**src/rtl/dmem_port_arbiter.sv**
```systemverilog
// Two-master round-robin arbiter for a single-port data memory, with a
// bounded lock so one master can keep the port for back-to-back accesses.
//
// state    | meaning
// ---------+-----------------------------------------------------------
// OWN_NONE | port free; round-robin between m0 and m1 using pri_q
// OWN_M0   | m0 holds the port; only m0 may be granted
// OWN_M1   | m1 holds the port; only m1 may be granted
module dmem_port_arbiter #(
  parameter int ADDR_W   = 6,
  parameter int DATA_W   = 32,
  parameter int MAX_LOCK = 8
) (
  input  logic              clk,
  input  logic              rst_n,
  input  logic              m0_req,
  input  logic              m0_we,
  input  logic              m0_lock,
  input  logic [ADDR_W-1:0] m0_addr,
  input  logic [DATA_W-1:0] m0_wdata,
  output logic              m0_gnt,
  output logic              m0_rvalid,
  output logic [DATA_W-1:0] m0_rdata,
  input  logic              m1_req,
  input  logic              m1_we,
  input  logic              m1_lock,
  input  logic [ADDR_W-1:0] m1_addr,
  input  logic [DATA_W-1:0] m1_wdata,
  output logic              m1_gnt,
  output logic              m1_rvalid,
  output logic [DATA_W-1:0] m1_rdata,
  output logic              mem_we,
  output logic [ADDR_W-1:0] mem_addr,
  output logic [DATA_W-1:0] mem_wdata,
  input  logic [DATA_W-1:0] mem_rdata
);

  localparam int CNT_W = $clog2(MAX_LOCK + 1);
  localparam logic [CNT_W-1:0] CNT_MAX = CNT_W'(MAX_LOCK);

  typedef enum logic [1:0] {
    OWN_NONE = 2'd0,
    OWN_M0   = 2'd1,
    OWN_M1   = 2'd2
  } owner_t;

  owner_t           owner_q, owner_d;
  logic [CNT_W-1:0] cnt_q, cnt_d, cnt_inc;
  logic             pri_q, pri_d;
  logic             lock_g;

  // Ownership, lock count and round-robin pointer registers
  always_ff @(posedge clk or negedge rst_n) begin
    if (!rst_n) begin
      owner_q <= OWN_NONE;
      cnt_q   <= '0;
      pri_q   <= 1'b0;
    end else begin
      owner_q <= owner_d;
      cnt_q   <= cnt_d;
      pri_q   <= pri_d;
    end
  end

  // Grant decision and next ownership; grants are masked while in reset so
  // an access cannot reach the memory during the reset window
  always_comb begin
    m0_gnt  = 1'b0;
    m1_gnt  = 1'b0;
    owner_d = owner_q;
    cnt_d   = cnt_q;
    pri_d   = pri_q;
    cnt_inc = cnt_q + 1'b1;

    if (rst_n) begin
      unique case (owner_q)
        OWN_NONE: begin
          if (m0_req && (!m1_req || !pri_q)) m0_gnt = 1'b1;
          else if (m1_req)                   m1_gnt = 1'b1;
        end
        OWN_M0:  m0_gnt = m0_req;
        OWN_M1:  m1_gnt = m1_req;
        default: ;
      endcase
    end

    lock_g = m0_gnt ? m0_lock : m1_lock;

    if (m0_gnt || m1_gnt) begin
      // Reaching MAX_LOCK on this grant forces release, so MAX_LOCK=1 never locks
      if (lock_g && (cnt_inc < CNT_MAX)) begin
        owner_d = m0_gnt ? OWN_M0 : OWN_M1;
        cnt_d   = cnt_inc;
      end else begin
        owner_d = OWN_NONE;
        cnt_d   = '0;
        pri_d   = m0_gnt;
      end
    end
  end

  // Memory port mux; idle drives all zeros
  always_comb begin
    mem_we    = 1'b0;
    mem_addr  = '0;
    mem_wdata = '0;
    if (m0_gnt) begin
      mem_we    = m0_we;
      mem_addr  = m0_addr;
      mem_wdata = m0_wdata;
    end else if (m1_gnt) begin
      mem_we    = m1_we;
      mem_addr  = m1_addr;
      mem_wdata = m1_wdata;
    end
  end

  // Read return: capture memory data on a granted read, one-cycle rvalid pulse
  always_ff @(posedge clk or negedge rst_n) begin
    if (!rst_n) begin
      m0_rvalid <= 1'b0;
      m1_rvalid <= 1'b0;
      m0_rdata  <= '0;
      m1_rdata  <= '0;
    end else begin
      m0_rvalid <= m0_gnt && !m0_we;
      m1_rvalid <= m1_gnt && !m1_we;
      if (m0_gnt && !m0_we) m0_rdata <= mem_rdata;
      if (m1_gnt && !m1_we) m1_rdata <= mem_rdata;
    end
  end

endmodule

```
**config.mk**
```make
export PLATFORM = sky130hd
export DESIGN_NAME = dmem_port_arbiter
export DESIGN_NICKNAME = d
export VERILOG_FILES = /design/src/rtl/dmem_port_arbiter.sv
export SDC_FILE = /design/constraint.sdc
export NUM_CORES = 1
export LEC_CHECK = 0
export ABC_AREA = 0
export CELL_PAD_IN_SITES_DETAIL_PLACEMENT = 1
export CELL_PAD_IN_SITES_GLOBAL_PLACEMENT = 1
export CORE_MARGIN = 1
export CORE_UTILIZATION = 29
export CTS_CLUSTER_DIAMETER = 100
export DETAILED_ROUTE_END_ITERATION = 8
export GPL_TIMING_DRIVEN = 0
export PLACE_DENSITY = 0.94
export SLEW_MARGIN = 0
export SYNTH_ARGS = -nofsm -noshare
export SYNTH_HDL_FRONTEND = slang
export SYNTH_SLANG_ARGS = --single-unit
```
**constraint.sdc**
```tcl
create_clock -name clk -period 3.3 [get_ports clk]
set_input_delay 0.825 -clock clk [delete_from_list [all_inputs] [get_ports clk]]
set_output_delay 0.825 -clock clk [all_outputs]
set_load 0.01 [all_outputs]
```
Word-level counts from Yosys, hierarchy flattened
Index checks and enable logic that the tools add are counted.
{ "classes": {"n_addsub": 1, "order_cmp": 1, "eq_ne": 2, "mux": 17, "bitwise_logic": 1, "n_reduce_logical": 12} }
{ "op_table": {"columns": ["op", "count"], "rows": [
  ["32-bit 2-to-1 mux", 2],
  ["6-bit 2-to-1 mux", 2],
  ["1-bit 2-to-1 mux", 8],
  ["4-bit by 1-bit adder with 4-bit output (second input constant)", 1],
  ["1-bit logical AND", 4],
  ["1-bit zero test", 4],
  ["4-bit less-than comparator (second input constant)", 1],
  ["2-bit 2-to-1 mux", 2],
  ["4-bit 2-to-1 mux", 1],
  ["1-bit case mux with 2 select lines", 2],
  ["2-bit by 1-bit equality test with 1-bit output (second input constant)", 1],
  ["2-bit equality test (second input constant)", 1],
  ["2-bit zero test", 1],
  ["1-bit logical OR", 2],
  ["2-bit AND reduction", 1],
  ["1-bit inverter", 1]
]} }
{ "word_totals": {"ff_bits": 73, "input_bits": 116, "out_inout_bits": 107, "word_cells": 41} }

Logic depth before layout (Yosys ltp)
Gate-level depths: netlist of the first run.
{ "depth": {"depth_word": 10, "mapped_depth": 7, "depth_no_buf": 5} }

Worst setup path before layout of the first run
OpenSTA, ideal clock, no wires.
{ "synth_path": {"path_kind": "input port to output port", "start": "in m1_req", "end": "out mem_addr[0]", "t_arrival_ns": 1.804, "t_required_ns": 2.475, "path_slack_ns": 0.671, "path_stages": 5, "path_buffers": 2, "path_cell_list": "nor2b_1 > o311a_1 > buf_6 > clkbuf_1 > a22o_1"} }
{ "synth_between": {"elab_chain_len": 8, "elab_cells_between_ends": 12, "classes_between": "mux (9); reduce/logical (3)"} }
{ "synth_lines": {"columns": ["item", "line_no", "text"], "rows": [
  ["start: declaration", "24", "input logic m1_req,"],
  ["1-bit zero test", "78", "if (m0_req && (!m1_req || !pri_q)) m0_gnt = 1'b1;"],
  ["1-bit logical OR", "78", null],
  ["1-bit logical AND", "78", null],
  ["1-bit 2-to-1 mux", "78", null],
  ["1-bit case mux with 2 select lines (*)", "76", "unique case (owner_q)"],
  ["1-bit 2-to-1 mux (*)", "75", "if (rst_n) begin"],
  ["net m1_gnt", "29", "output logic m1_gnt,"],
  ["6-bit 2-to-1 mux (*)", "111", "end else if (m1_gnt) begin"],
  ["6-bit 2-to-1 mux (*)", "107", "if (m0_gnt) begin"],
  ["end: declaration", "33", "output logic [ADDR_W-1:0] mem_addr,"]
]} }
The timed path passes the listed nets; every way through them passes the cells marked *.

Worst setup path in the final report of the first run
{ "layout_path": {"start": "in m1_req", "end": "out mem_addr[0]"} }
{ "layout_between": {"elab_chain_len": 8, "elab_cells_between_ends": 12, "classes_between": "mux (9); reduce/logical (3)"} }
{ "layout_lines": {"columns": ["item", "line_no"], "rows": [
  ["1-bit zero test", "78"],
  ["1-bit logical OR", "78"],
  ["1-bit logical AND", "78"],
  ["1-bit 2-to-1 mux", "78"],
  ["1-bit case mux with 2 select lines", "76"],
  ["1-bit 2-to-1 mux", "75"],
  ["6-bit 2-to-1 mux", "111"],
  ["6-bit 2-to-1 mux (*)", "107"]
]} }
Every way passes the cells marked *; elsewhere a longest branch is shown, timed or not.

==> results of run 1 <==
==> synthesized netlist by cell type <==
cell type / count
nor2b_1: 2
nor2_2: 1
buf_6: 2
a2bb2oi_1: 1
o2111ai_1: 1
nor2_1: 1
a22o_1: 39
o311a_1: 1
clkinv_1: 1
buf_12: 3
buf_2: 3
xor2_1: 1
o211ai_1: 1
nand3_1: 2
and3_1: 1
a21oi_1: 1
nand2_1: 5
a21boi_0: 1
dfrtp_1: 73
and3b_1: 1
ha_1: 1
mux2_4: 29
inv_1: 4
clkbuf_1: 8
mux2_2: 36
o21ai_1: 1
a21bo_2: 1
nand3b_1: 1
or3_1: 1
and2_1: 1
o21a_1: 1
o31ai_1: 1
o21ai_0: 2
nor2b_4: 1
==> layer usage <==
metal  wire (um)  part of all wire [%]  GRT usage [%]  vias up
met5           0                     0              0        -
met4         541                   4.4          12.10        0
met3         999                   8.1          6.046       26
met2        6533                    53          38.72      164
met1        4216                    34          21.19     1424
li1            -                     -              -     1325
==> registers in the layout, summed over array words and instances (netlist names) <==
register and flops:
cnt_q 4, owner_q 2, pri_q 1, m1_rvalid 1, m0_rdata 32, m0_rvalid 1, m1_rdata 32
==> how the worst min path moves through the flow <==
stage	to	slack, ns	cells after the start
final	m0_rdata[16]	0.33	1
after detailed placement	m0_rdata[31]	0.50	1
after global placement	m0_rdata[12]	0.49	1
after CTS	m1_rdata[16]	0.32	1
after global routing	m0_rdata[16]	0.33	1
after floorplan	cnt_q[3]	0.47	1
==> what timing repair did <==
| action | in CTS | in global routing |
|---|---|---|
| pin swaps | 0 | 1 |
| setup buffers | 0 | 1 |
| endpoints found under the setup margin | 41 | 39 |
| gates cloned | 1 | 1 |
| gates resized for setup | 72 | 18 |
==> per-stage QoR <==
step | setup WS [ns] | hold WS, ns | utilization [%]
after floorplan | 0.6707 | 0.4739 | -
after global placement | -3.119 | 0.4885 | 52.01
after detailed placement | -0.8298 | 0.4959 | 52.17
after CTS | -0.004063 | 0.3196 | 55.38
after global routing | -0.0005527 | 0.3264 | 55.56
final | 0.06705 | 0.3261 | 55.56
==> cells by family (layout without fill, tap and decap cells) <==
| kind of cell | after synthesis | in the layout |
|---|---|---|
| flip-flops | 73 | 73 |
| multiplexers | 65 | 65 |
| AO/OA/AOI/OAI | 51 | 51 |
| buffers and inverters | 21 | 263 |
| AND/OR/NAND/NOR | 17 | 17 |
| adder cells (fa/ha/maj) | 1 | 1 |
| XOR/XNOR | 1 | 1 |
==> cell type report <==
class	instances	area [sq um]	share of cell area [%]
timing repair buffer	226	2262	36.76
sequential	73	1827	29.68
multi-input combinational	135	1398	22.71
clock buffer	11	252.7	4.107
buffer	16	188.9	3.070
tap	140	175.2	2.846
clock inverter	5	30.03	0.4879
inverter	5	21.27	0.3456
==> where the power goes <==
group / switching (mW) / internal (mW) / leakage, nW
sequential: 0.281 / 1.33 / 0.881
clock: 0.370 / 0.546 / 0.137
combinational: 0.829 / 1.45 / 1.71
==> flow_summary.ini, run 1 <==
[status]
status = finished, final reports clean

[logic_synthesis]
postSynthRegisterBits = 73
netlist_instances = 229
yosysUniqueCellTypes = 34
yosysTopAreaCellShare_pct = 54.30
synth_top_family_by_area = multiplexers
compound_gate_fraction_of_synth_area_pct = 12.76
synthAdderAreaFrac_pct = 0.3719
syn-num-nets = 346
yosysWarningCount = 0
synth_xor_area_share_pct = 0.2603
synth_top_area_cell = dfrtp_1
post_synth_instance_area_sq_um = 3364
yosys-top-cells-area = dfrtp_1 (54%), mux2_4 (13%), mux2_2 (12%)
synthMuxAreaShare_pct = 24.99
avgSynthCellArea_sq_um = 14.69
yosysSeqAreaShare_pct = 54.30
synth-simple-area-share_pct = 2.975

[setup_path]
worst_path_dominant_cell_family = buffers and inverters
setup.worst_path.start_class = input pin
critical_path.endpoint_type = primary output
critical_path_cell_count = 7
crit_path_end = mem_addr[0]
regToRegSetupSlack_ns = 1.35
worst-path-max-fanout = 10
critPathArrivalTime_ns = 2.41
rr_endpoint = m0_rdata[15]
timing.rr.start = owner_q[1]
reg2regPathDepth = 5
critPathBufInv = 4
timing.critical_path.required_ns = 2.47
worst_path_max_delay_cell = clkdlybuf4s50_1
worstPathCellList = clkdlybuf4s50_1 -> nor2b_2 -> o311a_1 -> buf_6 -> clkbuf_8 -> a22o_1 -> dlygate4sd2_1
timing.setup.critical_path_class = in -> out
crit_path_start = m1_req
cpPeakStageDelay_ns = 0.48

[floorplan]
die_width_um = 109.7
floorplan.core_area_sq_um = 11080
placement_row_count = 38
chipHeight_um = 109.7
dieArea_sq_um = 12040
boundaryPins = 223
initial_core_util_pct = 30.37

[clocking]
clock_net_sink_count = 73
cts_tree = yes
post_cts_hold_buffers = 0
cts.htree.levels = 3
root_buffer_selected_by_cts = clkbuf_16
numCtsBuffers = 9
clk-insertion-delay-late_ns = 0.33
cts.reportedPaths.clkPinSlew_ns = 0.06
clockBufferDepth = 2

[sta]
clock-skew-final_ns = 0.003944
achievable-frequency_mhz = 309.3
finalHoldViolCount = 0
maxSlewViolCount = 0
final.min_clock_period_ns = 3.233
finalCritPeriodShare_pct = 97.97
final-setup-viol-count = 0
max-slew-margin-rel_pct = 70.12
final_sum_of_negative_setup_slack_ns = 0
worstMarginPinSlew_ns = 0.4467

[finish]
leading_cell_type_in_the_layout_fill_and_taps_excluded = clkdlybuf4s50_1
final_layout_size_suffix_gt1_share_pct = 24.20
fillers = 1126
most-common-layout-cells = clkdlybuf4s50_1 (180), dfrtp_1 (73), a22o_1 (39)
nNetsFinal = 583
finish.cell_count_without_fillers = 611
insertedDiodeCount = 0
areaGrowthSynthToFinish_pct = 82.93
layout.cell_area.non_filler_sq_um = 6155

[job]
max_cap_viol_count = 0

[hold_path]
min_path_type = in -> async

[detailed_routing]
wl_um = 12290
drtAntennaViolNets = 0
detail_route.iter0.violations = 95
detailroute.via_count = 2939
detail_route.wl_per_cell_um = 20.11
drtPass1Iterations = 4
avgViaCountPerCell = 4.810
route.detailed.drc = 0

[grt]
grtUsageTotal_pct = 21.09
gr-total-overflow = 0
grt_antenna_before_repair = 0
first_pass_grt_wire_length_um = 18470
grt_pass1_vias = 3362
grt_start_max_net_pins = 33

[power_and_ir_drop]
p_leak_nw = 2.733
total_power_mw = 4.806
worst_ir_drop_vdd_v = 0.0005382
power.density_cell_area_nw_per_um2 = 780.9

[placement]
placement.io_buffers = 222
dp.cells = 592
dp_hpwl_um = 9681
placedInstanceArea_sq_um = 5779
place.gp.congestion = 0.8441
Note: power is estimated with default switching activity, not from simulation.
==> run 2: changes to the inputs <==
--- a/config.mk
+++ b/config.mk
@@ -14,6 +14,7 @@
 export DETAILED_ROUTE_END_ITERATION = 8
 export GPL_TIMING_DRIVEN = 0
 export PLACE_DENSITY = 0.94
+export REMOVE_ABC_BUFFERS = 1
 export SLEW_MARGIN = 0
 export SYNTH_ARGS = -nofsm -noshare
 export SYNTH_HDL_FRONTEND = slang
==> run 2 against run 1 <==
Compared with the run above:
- the run now ends with setup timing left
- hold slack improved by 0.18 ns
- utilization rose by 1.8 points
- clock power rose by 11%
- clock-buffer cell count did not move
- sequential share of layout area fell by 0.94 points
- setup slack got worse by 0.11 ns
- sequential cell count did not move
- design area rose by 3.3%
- combinational power rose by 7%
- critical path type unchanged
==> flow_summary.ini, run 2 (synthesis results as in run 1) <==
[status]
status = finished, violations left
failed_checks = setup timing

[detailed_routing]
detail_route.iter0.violations = 144
wl_um = 14950
detail_route.wl_per_cell_um = 24.04
avgViaCountPerCell = 5.059
route.detailed.drc = 0
drtPass1Iterations = 4
detailroute.via_count = 3147
drtAntennaViolNets = 0

[power_and_ir_drop]
power.density_cell_area_nw_per_um2 = 806.3
power.net_switching_mw = 1.654
worst_ir_drop_vdd_v = 0.0005016
p_leak_nw = 2.828
power.share.clock_pct = 19.9
netSwitchingFraction_pct = 32.29
p_int_mw = 3.469
p_seq_share_pct = 32.5
total_power_mw = 5.124
power_frac_comb_pct = 47.6

[setup_path]
cpPeakStageDelay_ns = 0.49
critical_path.endpoint_type = primary output
critPathBufInv = 3
critPathArrivalTime_ns = 2.52
setup.worst_path.start_class = input pin
worst_path_max_delay_cell = clkdlybuf4s50_1
worst_path_dominant_cell_family = buffers and inverters
worst-path-max-fanout = 11
timing.setup.critical_path_class = in -> out
timing.critical_path.required_ns = 2.47
worstPathCellList = clkdlybuf4s50_1 -> nor2b_4 -> buf_4 -> o311a_4 -> a22o_1 -> clkdlybuf4s15_1

[finish]
nNetsFinal = 594
leading_cell_type_in_the_layout_fill_and_taps_excluded = clkdlybuf4s50_1
finish.cell_count_without_fillers = 622
final_layout_size_suffix_gt1_share_pct = 28.22
most-common-layout-cells = clkdlybuf4s50_1 (181), dfrtp_1 (73), a22o_1 (39)
largest_registers = m0_rdata: 32 flops, m1_rdata: 32 flops, cnt_q: 4 flops
areaGrowthSynthToFinish_pct = 88.88
insertedDiodeCount = 0
layout.cell_area.non_filler_sq_um = 6355
fraction_of_the_core_area_covered_by_cells_at_the_end_of_the_flow_pct = 57.36

[sta]
final_sum_of_negative_setup_slack_ns = -0.04658
achievable-frequency_mhz = 298.8
finalWorstSetupSlack_ns = -0.04658
finalCritPeriodShare_pct = 101.4
hold_slack_ns = 0.5025
rsz_0062_raised_after_global_routing = yes
worstMarginPinSlew_ns = 1.367
clock-skew-final_ns = 0.007652
finalHoldViolCount = 0
final-setup-viol-count = 1
final.min_clock_period_ns = 3.347
max-slew-margin-rel_pct = 8.649
maxSlewViolCount = 0

[clocking]
root_buffer_selected_by_cts = clkbuf_16
cts_tree = yes
cts.reportedPaths.clkPinSlew_ns = 0.06
clockBufferDepth = 2
numCtsBuffers = 9
clock_net_sink_count = 73
clk-insertion-delay-late_ns = 0.32
post_cts_hold_buffers = 0
cts.htree.levels = 3

[floorplan]
chipHeight_um = 109.7
die_width_um = 109.7
floorplan.core_area_sq_um = 11080
boundaryPins = 223
dieArea_sq_um = 12040
placement_row_count = 38
initial_core_util_pct = 30.37

[placement]
placement.io_buffers = 222
dp_hpwl_um = 9382
dp.cells = 577
placedInstanceArea_sq_um = 5685
place.gp.congestion = 0.7828
detailedPlace.worstSlack_ns = -1.372

[grt]
grt.met2_usage_pct = 44.34
grt_antenna_before_repair = 0
grt_start_max_net_pins = 43
grt_util_met3_pct = 8.002
grt_pass1_vias = 3553
grtUsageTotal_pct = 24.52
gr-total-overflow = 0
grt.met1_usage_pct = 24.82
top_usage_layer = met2
first_pass_grt_wire_length_um = 21240

[hold_path]
min_path_type = in -> async

[job]
max_cap_viol_count = 0
==> run 2: changes by cell type in the layout (fill, tap and decap cells not counted), moves of 2 or more <==
cell,change
buf_12,-2
buf_4,+15
clkbuf_8,-5
clkdlybuf4s15_2,+8
clkinv_2,-2
clkinv_4,+4
clkinv_8,+2
clkinvlp_4,-2
dlygate4sd2_1,-13
dlymetal6s2s_1,+4
o311a_4,+6
==> run 2: path summary, 6_finish.rpt <==
kind | from | endpoint | slack, ns | cells after the start
worst max-delay path | m1_req | mem_wdata[12] | -0.05 | 6
worst min-delay path | rst_n | m0_rdata[24] | 0.50 | 2
worst max register to register | owner_q[1] | m1_rdata[21] | 0.54 | 4
worst min register to register | m0_rdata[5] | m0_rdata[5] | 0.51 | 1
max in group asynchronous | rst_n | m1_rdata[10] | 2.48 | 2
min in group clk | m0_rdata[5] | m0_rdata[5] | 0.51 | 1
==> run 2: repair_timing <==
action / in CTS / in global routing
resized for setup: 76 / 18
buffers inserted: 13 / 7
pin swaps: 1 / 1
cloned: 9 / 0
setup endpoints to repair: 74 / 27
==> run 2: layout make-up <==
cell class	count	area [sq um]
flip-flops and latches	73	1827
multi-input cells	140	1539
clock buffers	11	252.7
clock inverters	5	61.31
well taps	140	175.2
repair buffers	245	2435
repair inverters	3	33.78
inverters	5	31.28
fillers	1102	4723
==> run 2: power by group through the flow <==
stage	logic, mW	registers [mW]	clock network (mW)
finish	2.44	1.66	1.02
global route	2.58	1.71	1.08
CTS	2.42	1.65	1.04
detailed placement	2.31	1.62	0
global placement	2.22	1.57	0
floorplan	0.748	1.75	0
==> run 2: per-layer routing <==
layer  up-vias  wire (um)
li1       1369          -
met1      1563       5077
met2       174       7750
met3        41       1421
met4         0        701
met5         -          0
==> run 2: worst register-to-register path, delay by kind of cell (launching register included) <==
| family | cells | cell delay (ns) |
|---|---|---|
| buf+inv | 1 | 0.12 |
| compound gates | 1 | 0.35 |
| mux | 1 | 0.46 |
| simple gates | 1 | 1.06 |
| flops | 1 | 0.66 |
